## config.mk

```make
export PLATFORM = sky130hd
export DESIGN_NAME = bcd_converter
export DESIGN_NICKNAME = d
export VERILOG_FILES = /design/src/rtl/bcd_converter.sv
export SDC_FILE = /design/constraint.sdc
export NUM_CORES = 1
export LEC_CHECK = 0
export BUFFER_PORTS_ARGS = -buffer_cell sky130_fd_sc_hd__buf_2
export CORE_UTILIZATION = 55
export DETAILED_ROUTE_END_ITERATION = 12
export PLACE_DENSITY = 0.84
export SLEW_MARGIN = 20
export SYNTH_ARGS = -nofsm -noshare
export SYNTH_HDL_FRONTEND = slang
export SYNTH_SLANG_ARGS = --single-unit
export TNS_END_PERCENT = 50
```

## constraint.sdc

```tcl
create_clock -name clock -period 2.15 [get_ports clock]
set_input_delay 0.3225 -clock clock [delete_from_list [all_inputs] [get_ports clock]]
set_output_delay 0.3225 -clock clock [all_outputs]
set_load 0.02 [all_outputs]
```

## src/rtl/bcd_converter.sv

```systemverilog
// Sequential shift-and-add-3 binary-to-BCD converter feeding the four-digit display mux.
// Digit outputs hold the last completed result; values above 9999 saturate to 9999.
module bcd_converter #(
  parameter int BINARY_WIDTH = 14
) (
  input  logic                    clock,
  input  logic                    reset_n,
  input  logic                    start,
  input  logic [BINARY_WIDTH-1:0] binary,
  output logic                    busy,
  output logic                    done,
  output logic                    overflow,
  output logic [3:0]              digit_1,
  output logic [3:0]              digit_2,
  output logic [3:0]              digit_3,
  output logic [3:0]              digit_4
);

  localparam int WW = BINARY_WIDTH + 16;
  localparam int CW = $clog2(BINARY_WIDTH + 1);

  localparam logic [1:0] IDLE  = 2'd0;
  localparam logic [1:0] SHIFT = 2'd1;
  localparam logic [1:0] LOAD  = 2'd2;

  logic [1:0]    state_q, state_d;
  logic [WW-1:0] work_q, work_d;
  logic [CW-1:0] cnt_q, cnt_d;
  logic          flag_q, flag_d;
  logic [15:0]   digits_q, digits_d;
  logic          overflow_q, overflow_d;
  logic          done_q, done_d;
  logic [WW-1:0] adj;

  always_comb begin
    state_d    = state_q;
    work_d     = work_q;
    cnt_d      = cnt_q;
    flag_d     = flag_q;
    digits_d   = digits_q;
    overflow_d = overflow_q;
    done_d     = 1'b0;

    // BCD nibbles sit above the binary field; correct each before the shift
    adj = work_q;
    for (int unsigned k = 0; k < 4; k++) begin
      if (work_q[BINARY_WIDTH + 4*k +: 4] >= 4'd5)
        adj[BINARY_WIDTH + 4*k +: 4] = work_q[BINARY_WIDTH + 4*k +: 4] + 4'd3;
    end

    case (state_q)
      IDLE: begin
        if (start) begin
          state_d = SHIFT;
          work_d  = {16'b0, binary};
          cnt_d   = '0;
          flag_d  = (32'(binary) > 32'd9999);
        end
      end
      SHIFT: begin
        work_d = {adj[WW-2:0], 1'b0};
        cnt_d  = cnt_q + CW'(1);
        if (cnt_q == CW'(BINARY_WIDTH - 1))
          state_d = LOAD;
      end
      LOAD: begin
        digits_d   = flag_q ? 16'h9999 : work_q[WW-1 -: 16];
        overflow_d = flag_q;
        done_d     = 1'b1;
        state_d    = IDLE;
      end
      default: state_d = IDLE;
    endcase
  end

  always_ff @(posedge clock or negedge reset_n) begin
    if (!reset_n) begin
      state_q    <= IDLE;
      work_q     <= '0;
      cnt_q      <= '0;
      flag_q     <= 1'b0;
      digits_q   <= '0;
      overflow_q <= 1'b0;
      done_q     <= 1'b0;
    end else begin
      state_q    <= state_d;
      work_q     <= work_d;
      cnt_q      <= cnt_d;
      flag_q     <= flag_d;
      digits_q   <= digits_d;
      overflow_q <= overflow_d;
      done_q     <= done_d;
    end
  end

  assign busy     = (state_q != IDLE);
  assign done     = done_q;
  assign overflow = overflow_q;
  assign digit_1  = digits_q[3:0];
  assign digit_2  = digits_q[7:4];
  assign digit_3  = digits_q[11:8];
  assign digit_4  = digits_q[15:12];

endmodule

```

======== After elaboration in Yosys (flattened, before gate mapping) ========
Index checks and enable logic that the tools add are counted.
word-level totals
  bits of input ports ..................... 17
  register bits ........................... 55
  output and inout bits ................... 19
cells by class
  muxes and demuxes ....................... 13
  eq/ne operators ......................... 5
  $lt $le $gt $ge ......................... 5
  reduce and logical (&&, ||, !) cells .... 6
  $add $sub $neg .......................... 5
operator list
  operator                                                                number
  30-bit one-hot mux with 2 select lines                                  1
  30-bit 2-to-1 mux                                                       1
  4-bit by 3-bit >= comparator with 1-bit output (second input constant)  4
  16-bit 2-to-1 mux                                                       1
  4-bit 2-to-1 mux                                                        4
  14-bit greater-than comparator (second input constant)                  1
  4-bit by 2-bit adder with 4-bit output (second input constant)          3
  4-bit one-hot mux with 2 select lines                                   1
  2-bit AND reduction                                                     3
  4-bit by 1-bit adder with 4-bit output (second input constant)          1
  4-bit == test (second input constant)                                   1
  2-bit 2-to-1 mux                                                        2
  2-bit inequality test (second input constant)                           2
  2-bit one-hot mux with 2 select lines                                   1
  2-bit nonzero test                                                      2
  3-bit by 2-bit adder with 3-bit output (second input constant)          1
  3-bit 2-to-1 mux                                                        1
  2-bit by 1-bit == test with 1-bit output (second input constant)        1
  2-bit == test (second input constant)                                   1
  2-bit zero test                                                         1
  1-bit 2-to-1 mux                                                        1

======== Depth between registers and ports, before layout ========
Gate-level depths: netlist of run 1.
  depth in word-level cells ............... 3
  depth in mapped cells ................... 6
  depth with buffers taken out ............ 6

======== Worst setup path before layout of run 1 ========
OpenSTA, ideal clock, no wires.
  path type ............................... register to register
  from .................................... register work_q[14]
  to ...................................... register work_q[16]
  stages on the path, launching flop included .. 7
  path buffers ............................ 0
  clock period less this slack ............ 1515 ps
  setup slack ............................. 635 ps
  arrival ................................. 1433 ps
  path through ............................ dfrtp_1 -> inv_1 -> ha_1 -> nand2b_1 -> a21oi_1 -> mux2_2 -> o21ai_0
between the ends
  cells in the longest elaborated chain, start to end .. 3
RTL lines
  item                                                                                                      RTL line  source
  from (decl)                                                                                               27        logic [WW-1:0] work_q, work_d;
  from (signal assigned)                                                                                    87        work_q <= work_d;
  4-bit by 2-bit adder with 4-bit output or 4-bit by 3-bit >= comparator with 1-bit output (tied branches)  48, 47
  4-bit 2-to-1 mux *                                                                                        47        if (work_q[BINARY_WIDTH + 4*k +: 4] >= 4'd5)
  30-bit one-hot mux with 2 select lines *                                                                  51        case (state_q)
Mark *: on every way between the ends. The rest lies on a longest branch, timed or not.
A chain may end at the register's enable or synchronous reset.

======== Worst setup path in the final report of run 1 ========
Ends and elaborated chain as after synthesis.

==> results.sh, run 1 <==
export IMPL_path_clk_slew_ps=90
export IMPL_p_switching_mw=1.63
export IMPL_critPathCaptureType="flip-flop"
export IMPL_dieHeight_um=70.0
export IMPL_grt_pass1_vias=1912
export IMPL_cts_resized=0
export IMPL_r2r_start="work_q[14]"
export IMPL_cts_buffer_depth=2
export IMPL_p_seq_share_pct=43.9
export IMPL_critical_path_arrival_ps=1940
export IMPL_violations="negative hold slack"
export IMPL_hold_viol=5
export IMPL_path_cells="inv_1 -> ha_1 -> nand2b_1 -> a21oi_1 -> mux2_2 -> o21ai_0"
export IMPL_viasPerCell=5.59
export IMPL_pwr_share_comb_pct=41.4
export IMPL_fmax_mhz=582
export IMPL_power_leakage_nw=1.39
export IMPL_place_congestion=0.796
export IMPL_stdcell_count=346
export IMPL_cts_tree="built"
export IMPL_yosys_top_cells_count="55 x dfrtp_1, 36 x nor2_1, 27 x o21ai_0"
export IMPL_cp_depth=6
export IMPL_dieArea_sq_um=4900
export IMPL_yosys_most_used_dff="dfrtp_1"
export IMPL_dp_hpwl_um=3270
export IMPL_report_final_slew_viol_count=0
export IMPL_die_w_um=70.0
export IMPL_detail_route_wl_per_cell_um=13.6
export IMPL_utilization_pct=65.4
export IMPL_yosys_area_top_type_share_pct=54.2
export IMPL_area_growth_pct=12.9
export IMPL_overflow=0
export IMPL_pin_count=36
export IMPL_syn_nets=288
export IMPL_clk_latency_ps=310
export IMPL_status="finished, violations left"
export IMPL_ys_seq_area_share_pct=54.2
export IMPL_max_slew_margin_pct=62.1
export IMPL_htreeDepth=2
export IMPL_dp_cells=338
export IMPL_synth_top_cell_by_area="dfrtp_1"
export IMPL_design_area_sq_um=2870
export IMPL_min_delay_path_class="input pin to asynchronous set/reset pin"
export IMPL_post_cts_buffers=0
export IMPL_track_usage_pct=21.1
export IMPL_cts_hold_buf=0
export IMPL_powerDensity_nw_per_um2=1430
export IMPL_timing_critical_path_buf_inv=1
export IMPL_numCtsBuffers=5
export IMPL_clockPowerShare_pct=14.7
export IMPL_synthDistinctLibCells=32
export IMPL_synthArstFlopShare_pct=100
export IMPL_drc_errors=0
export IMPL_setup_violations_final=0
export IMPL_max_stage_delay_ps=430
export IMPL_dr_first_iter_drc_count=144
export IMPL_crit_family="compound AO/OA/AOI/OAI gates"
export IMPL_antenna_found_initial=0
export IMPL_skew_ps=6.07
export IMPL_synth_edf_count=0
export IMPL_clkSinkCount=55
export IMPL_wirelength_um=4710
export IMPL_cap_violations=0
export IMPL_syn_area_sq_um=2540
export IMPL_start_util_pct=58.0
export IMPL_power_internal_mw=2.48
export IMPL_drtAntennaViolNets=0
export IMPL_nets=320
export IMPL_criticalPathCategory="flip-flop to flip-flop"
export IMPL_crit_slowest_cell="dfrtp_1"
export IMPL_swShare_pct=39.6
export IMPL_portBuffers=35
export IMPL_yosysMostFrequentCell="dfrtp_1"
export IMPL_reg2regPathDepth=6
export IMPL_period_needed_ps=1720
export IMPL_setup_tns_ps=0
export IMPL_cp_required_ps=2370
export IMPL_n_antenna_cell=0
export IMPL_vias=1933
export IMPL_grt_pass1_wl_um=8310
export IMPL_postPlaceCellArea_sq_um=2770
export IMPL_coreArea_sq_um=4380
export IMPL_syn_inst=261
export IMPL_num_rows=24
export IMPL_period_share_pct=79.9
export IMPL_synthTopCellsByArea="dfrtp_1 54%, nor2_1 5.3%, o21ai_0 5.3%, ha_1 4.9%, nand2_1 3.4%"
export IMPL_crit_start="work_q[14]"
export IMPL_grt_max_degree=56
export IMPL_yosysWarningCount=0
export IMPL_irDropWorstVdd_v=0.000697
export IMPL_avgSynthCellArea_sq_um=9.74
export IMPL_worstPathMaxFanout=5
export IMPL_hold_ws_ps=-13.1
export IMPL_grt_setup_unrepaired="no"
export IMPL_drive_gt1_share_pct=18.7
export IMPL_clock_root_buffer="clkbuf_8"
export IMPL_tightest_slew_ps=568
export IMPL_ys_ff_latch=55
export IMPL_start_kind="flip-flop"
export IMPL_drtPass1Iterations=4
-- final timing paths --
| path | end | slack, ps |
|---|---|---|
| setup / recovery | work_q[16] | 430 |
| hold / removal | digits_q[14] | -10 |
| setup reg to reg | work_q[16] | 430 |
| hold reg to reg | digits_q[4] | 480 |
| max in group asynchronous | work_q[11] | 1910 |
| min in group clock | work_q[0] | 200 |
-- stage by stage --
stage / power (mW) / setup WS [ps] / hold slack [ps]
after floorplan: 3.06 / 635 / 26.9
after global placement: 3.44 / 554 / 342
after detailed placement: 3.53 / 451 / 341
after CTS: 4.13 / 412 / 7.65
final: 4.11 / 432 / -13.1
after global routing: 4.45 / 254 / 12.6
-- layout make-up --
class / count / area (sq um)
clock buffer: 8 / 100
fill: 384 / 1520
tap: 52 / 65.1
multi-input combinational: 177 / 1040
inverter: 12 / 45.0
timing repair buffer: 42 / 240
sequential: 55 / 1380
-- layout by cell type (no fill, tap or decap) --
cell type,n
dfrtp_1,55
nor2_1,36
buf_2,35
o21ai_0,27
nand2_1,23
nand3_1,17
inv_1,12
o22ai_1,12
o31ai_1,11
ha_1,10
nand2b_1,9
clkbuf_8,7
buf_4,6
a21oi_1,4
xnor2_1,4
xor2_1,4
a32o_1,4
mux2_2,4
or2b_1,1
or2_2,1
or3b_1,1
nor2b_1,1
nand2_2,1
nor3_1,1
and3_1,1
a311o_1,1
a22oi_1,1
nand4_1,1
nor4_1,1
o311ai_0,1
clkbuf_1,1
buf_12,1
-- logic make-up after synthesis --
family	Yosys count	share of synthesized area [%]
flip-flops	55	54.2
XOR/XNOR	8	2.76
adder cells (fa/ha/maj)	10	4.92
AO/OA/AOI/OAI	61	14.9
buffers and inverters	29	4.87
multiplexers	4	1.77
AND/OR/NAND/NOR	94	16.6
-- metal layers --
layer / track usage, % / wire, um / vias to the layer above
met1: 26.9 / 2220 / 921
met4: 5.56 / 36 / 0
met2: 36.2 / 2250 / 49
met5: 0 / 0 / -
met3: 4.76 / 209 / 8
li1: - / - / 955
-- registers in the layout (all words and copies together) (netlist names) --
register / count
done: 1
state_q: 2
flag_q: 1
digits_q: 16
overflow: 1
work_q: 30
cnt_q: 4
-- power by group through the flow --
stage	clock, mW	sequential [mW]	combinational (mW)
6_report	0.605	1.80	1.70
3_5_place_dp	0	1.82	1.71
5_1_grt	0.660	1.86	1.92
3_3_place_gp	0	1.80	1.64
4_1_cts	0.616	1.80	1.72
2_1_floorplan	0	1.85	1.21
Power figures use the tool's default switching activity.
==> inputs of run 2 (changes only) <==
clock period = 1.7 ns   (was 2.15 ns; I/O delays follow)
==> run 2 against run 1 <==
Net effect:
- cell count up 1.7%
- largest cell class unchanged
- combinational power up 35%
- the run now ends clean
- count of clock-buffer cells in the layout down 2
- sequential power up 27%
- largest power group is now combinational logic
- sequential share of layout area down 0.94 points
- first-iteration DRC count down 22%
- critical endpoint is now work_q[28]
==> results.sh, run 2 (synthesis results as in run 1) <==
export IMPL_period_needed_ps=1580
export IMPL_cts_buffer_depth=2
export IMPL_cap_violations=0
export IMPL_r2r_start="work_q[26]"
export IMPL_wirelength_um=4810
export IMPL_place_congestion=0.791
export IMPL_grt_setup_unrepaired="no"
export IMPL_reg2regPathDepth=6
export IMPL_grt_pass1_wl_um=8590
export IMPL_criticalPathCategory="flip-flop to flip-flop"
export IMPL_critical_path_arrival_ps=1810
export IMPL_num_rows=24
export IMPL_dieArea_sq_um=4900
export IMPL_start_kind="flip-flop"
export IMPL_start_util_pct=58.0
export IMPL_setup_tns_ps=0
export IMPL_clockPowerShare_pct=13.4
export IMPL_pin_count=36
export IMPL_final_common_cell="dfrtp_1"
export IMPL_hold_viol=0
export IMPL_worstSetupEndpoint="work_q[28]"
export IMPL_clkSinkCount=55
export IMPL_multi_input_area_sq_um=1060
export IMPL_grt_pass1_vias=1882
export IMPL_viasPerCell=5.49
export IMPL_fillers=350
export IMPL_regArea_sq_um=1380
export IMPL_reg2reg_slack_ps=120
export IMPL_antenna_found_initial=0
export IMPL_skew_ps=8.95
export IMPL_coreArea_sq_um=4380
export IMPL_power_internal_mw=3.19
export IMPL_drtAntennaViolNets=0
export IMPL_setup_violations_final=0
export IMPL_dp_hpwl_um=3390
export IMPL_critPathCaptureType="flip-flop"
export IMPL_irDropWorstVdd_v=0.000908
export IMPL_clock_root_buffer="clkbuf_8"
export IMPL_detail_route_wl_per_cell_um=13.7
export IMPL_vias=1933
export IMPL_power_leakage_nw=1.42
export IMPL_fin_ws_ps=122
export IMPL_n_antenna_cell=0
export IMPL_top_register="work_q"
export IMPL_htreeDepth=2
export IMPL_hold_ws_ps=130
export IMPL_nets=327
export IMPL_report_final_slew_viol_count=0
export IMPL_die_w_um=70.0
export IMPL_min_delay_path_class="input pin to flip-flop"
export IMPL_grt_max_degree=56
export IMPL_max_slew_margin_pct=65.2
export IMPL_tightest_slew_ps=523
export IMPL_postPlaceCellArea_sq_um=2810
export IMPL_cts_tree="built"
export IMPL_drc_errors=0
export IMPL_pre_cts_slack_ps=29.6
export IMPL_cp_required_ps=1930
export IMPL_mostFrequentLayoutCells="55 x dfrtp_1, 36 x nor2_1, 35 x buf_2, 26 x o21ai_0, 23 x nand2_1"
export IMPL_powerDensity_nw_per_um2=1810
export IMPL_dr_first_iter_drc_count=113
export IMPL_worstPathMaxFanout=4
export IMPL_design_area_sq_um=2930
export IMPL_numCtsBuffers=5
export IMPL_p_seq_share_pct=43.2
export IMPL_largest_reg_flops=30
export IMPL_overflow=0
export IMPL_crit_start="work_q[26]"
export IMPL_top_regs="work_q (30), digits_q (16), cnt_q (4)"
export IMPL_track_usage_pct=22.3
export IMPL_pwr_share_comb_pct=43.4
export IMPL_fmax_mhz=634
export IMPL_swShare_pct=39.9
export IMPL_reg2reg_to="work_q[28]"
export IMPL_p_switching_mw=2.12
export IMPL_portBuffers=35
export IMPL_period_share_pct=92.8
export IMPL_path_clk_slew_ps=90
export IMPL_clk_latency_ps=310
export IMPL_area_growth_pct=15.1
export IMPL_dieHeight_um=70.0
export IMPL_drtPass1Iterations=5
export IMPL_drive_gt1_share_pct=21.7
export IMPL_status="finished clean"
export IMPL_utilization_pct=66.7
## run 2: cell types whose count changed in the layout (fill, tap and decap cells not counted)
cell           delta
buf_4             +6
a21oi_1           -4
a21oi_2           +4
clkbuf_1          -1
clkbuf_8          -1
clkinv_2          +1
dlygate4sd3_1     +1
o21ai_0           -1
o21ai_1           +1
## run 2: per-stage QoR
step | std cells | power [mW]
final | 352 | 5.31
after global placement | 344 | 4.45
after floorplan | 261 | 3.87
after detailed placement | 344 | 4.57
after global routing | 352 | 5.78
after CTS | 352 | 5.29
## run 2: worst max-delay path, cell delays in order (launching register included)
cell and delay (ps):
dfrtp_1 430, inv_1 110, ha_1 200, nand2b_1 80, a21oi_2 180, mux2_2 350
o21ai_1 140
## run 2: layout make-up
type / instances / area share, %
clock buffer: 6 / 2.82
clock inverter: 1 / 0.171
inverter: 12 / 1.54
multi-input combinational: 177 / 36.1
sequential: 55 / 47.0
tap: 52 / 2.22
timing repair buffer: 49 / 10.1
## run 2: worst min-delay path by stage
stage	start	to	cells after the start
floorplan	reset_n	cnt_q[0]	0
global route	binary[0]	work_q[0]	3
finish	binary[0]	work_q[0]	3
global placement	reset_n	digits_q[14]	2
detailed placement	reset_n	digits_q[14]	2
CTS	binary[0]	work_q[0]	3
## run 2: power by group through the flow
stage / Clock, mW / Sequential (mW) / Combinational, mW
finish: 0.713 / 2.29 / 2.30
global route: 0.786 / 2.37 / 2.62
CTS: 0.733 / 2.27 / 2.28
detailed placement: 0 / 2.30 / 2.27
global placement: 0 / 2.27 / 2.18
floorplan: 0 / 2.34 / 1.53
## run 2: timing repair
| action | CTS | global route |
|---|---|---|
| gates resized for setup | 0 | 5 |
| buffers inserted | 0 | 0 |
| endpoints found under the hold margin | 55 | 0 |
| endpoints found under the setup margin | 0 | 4 |
| hold buffers | 1 | 0 |
## run 2: per-layer routing
layer	track usage (%)	routed length [um]	vias up
met2	36.0	2250	41
met1	30.0	2320	915
met4	6.67	65	0
met5	0	0	-
li1	-	-	972
met3	5.19	176	5
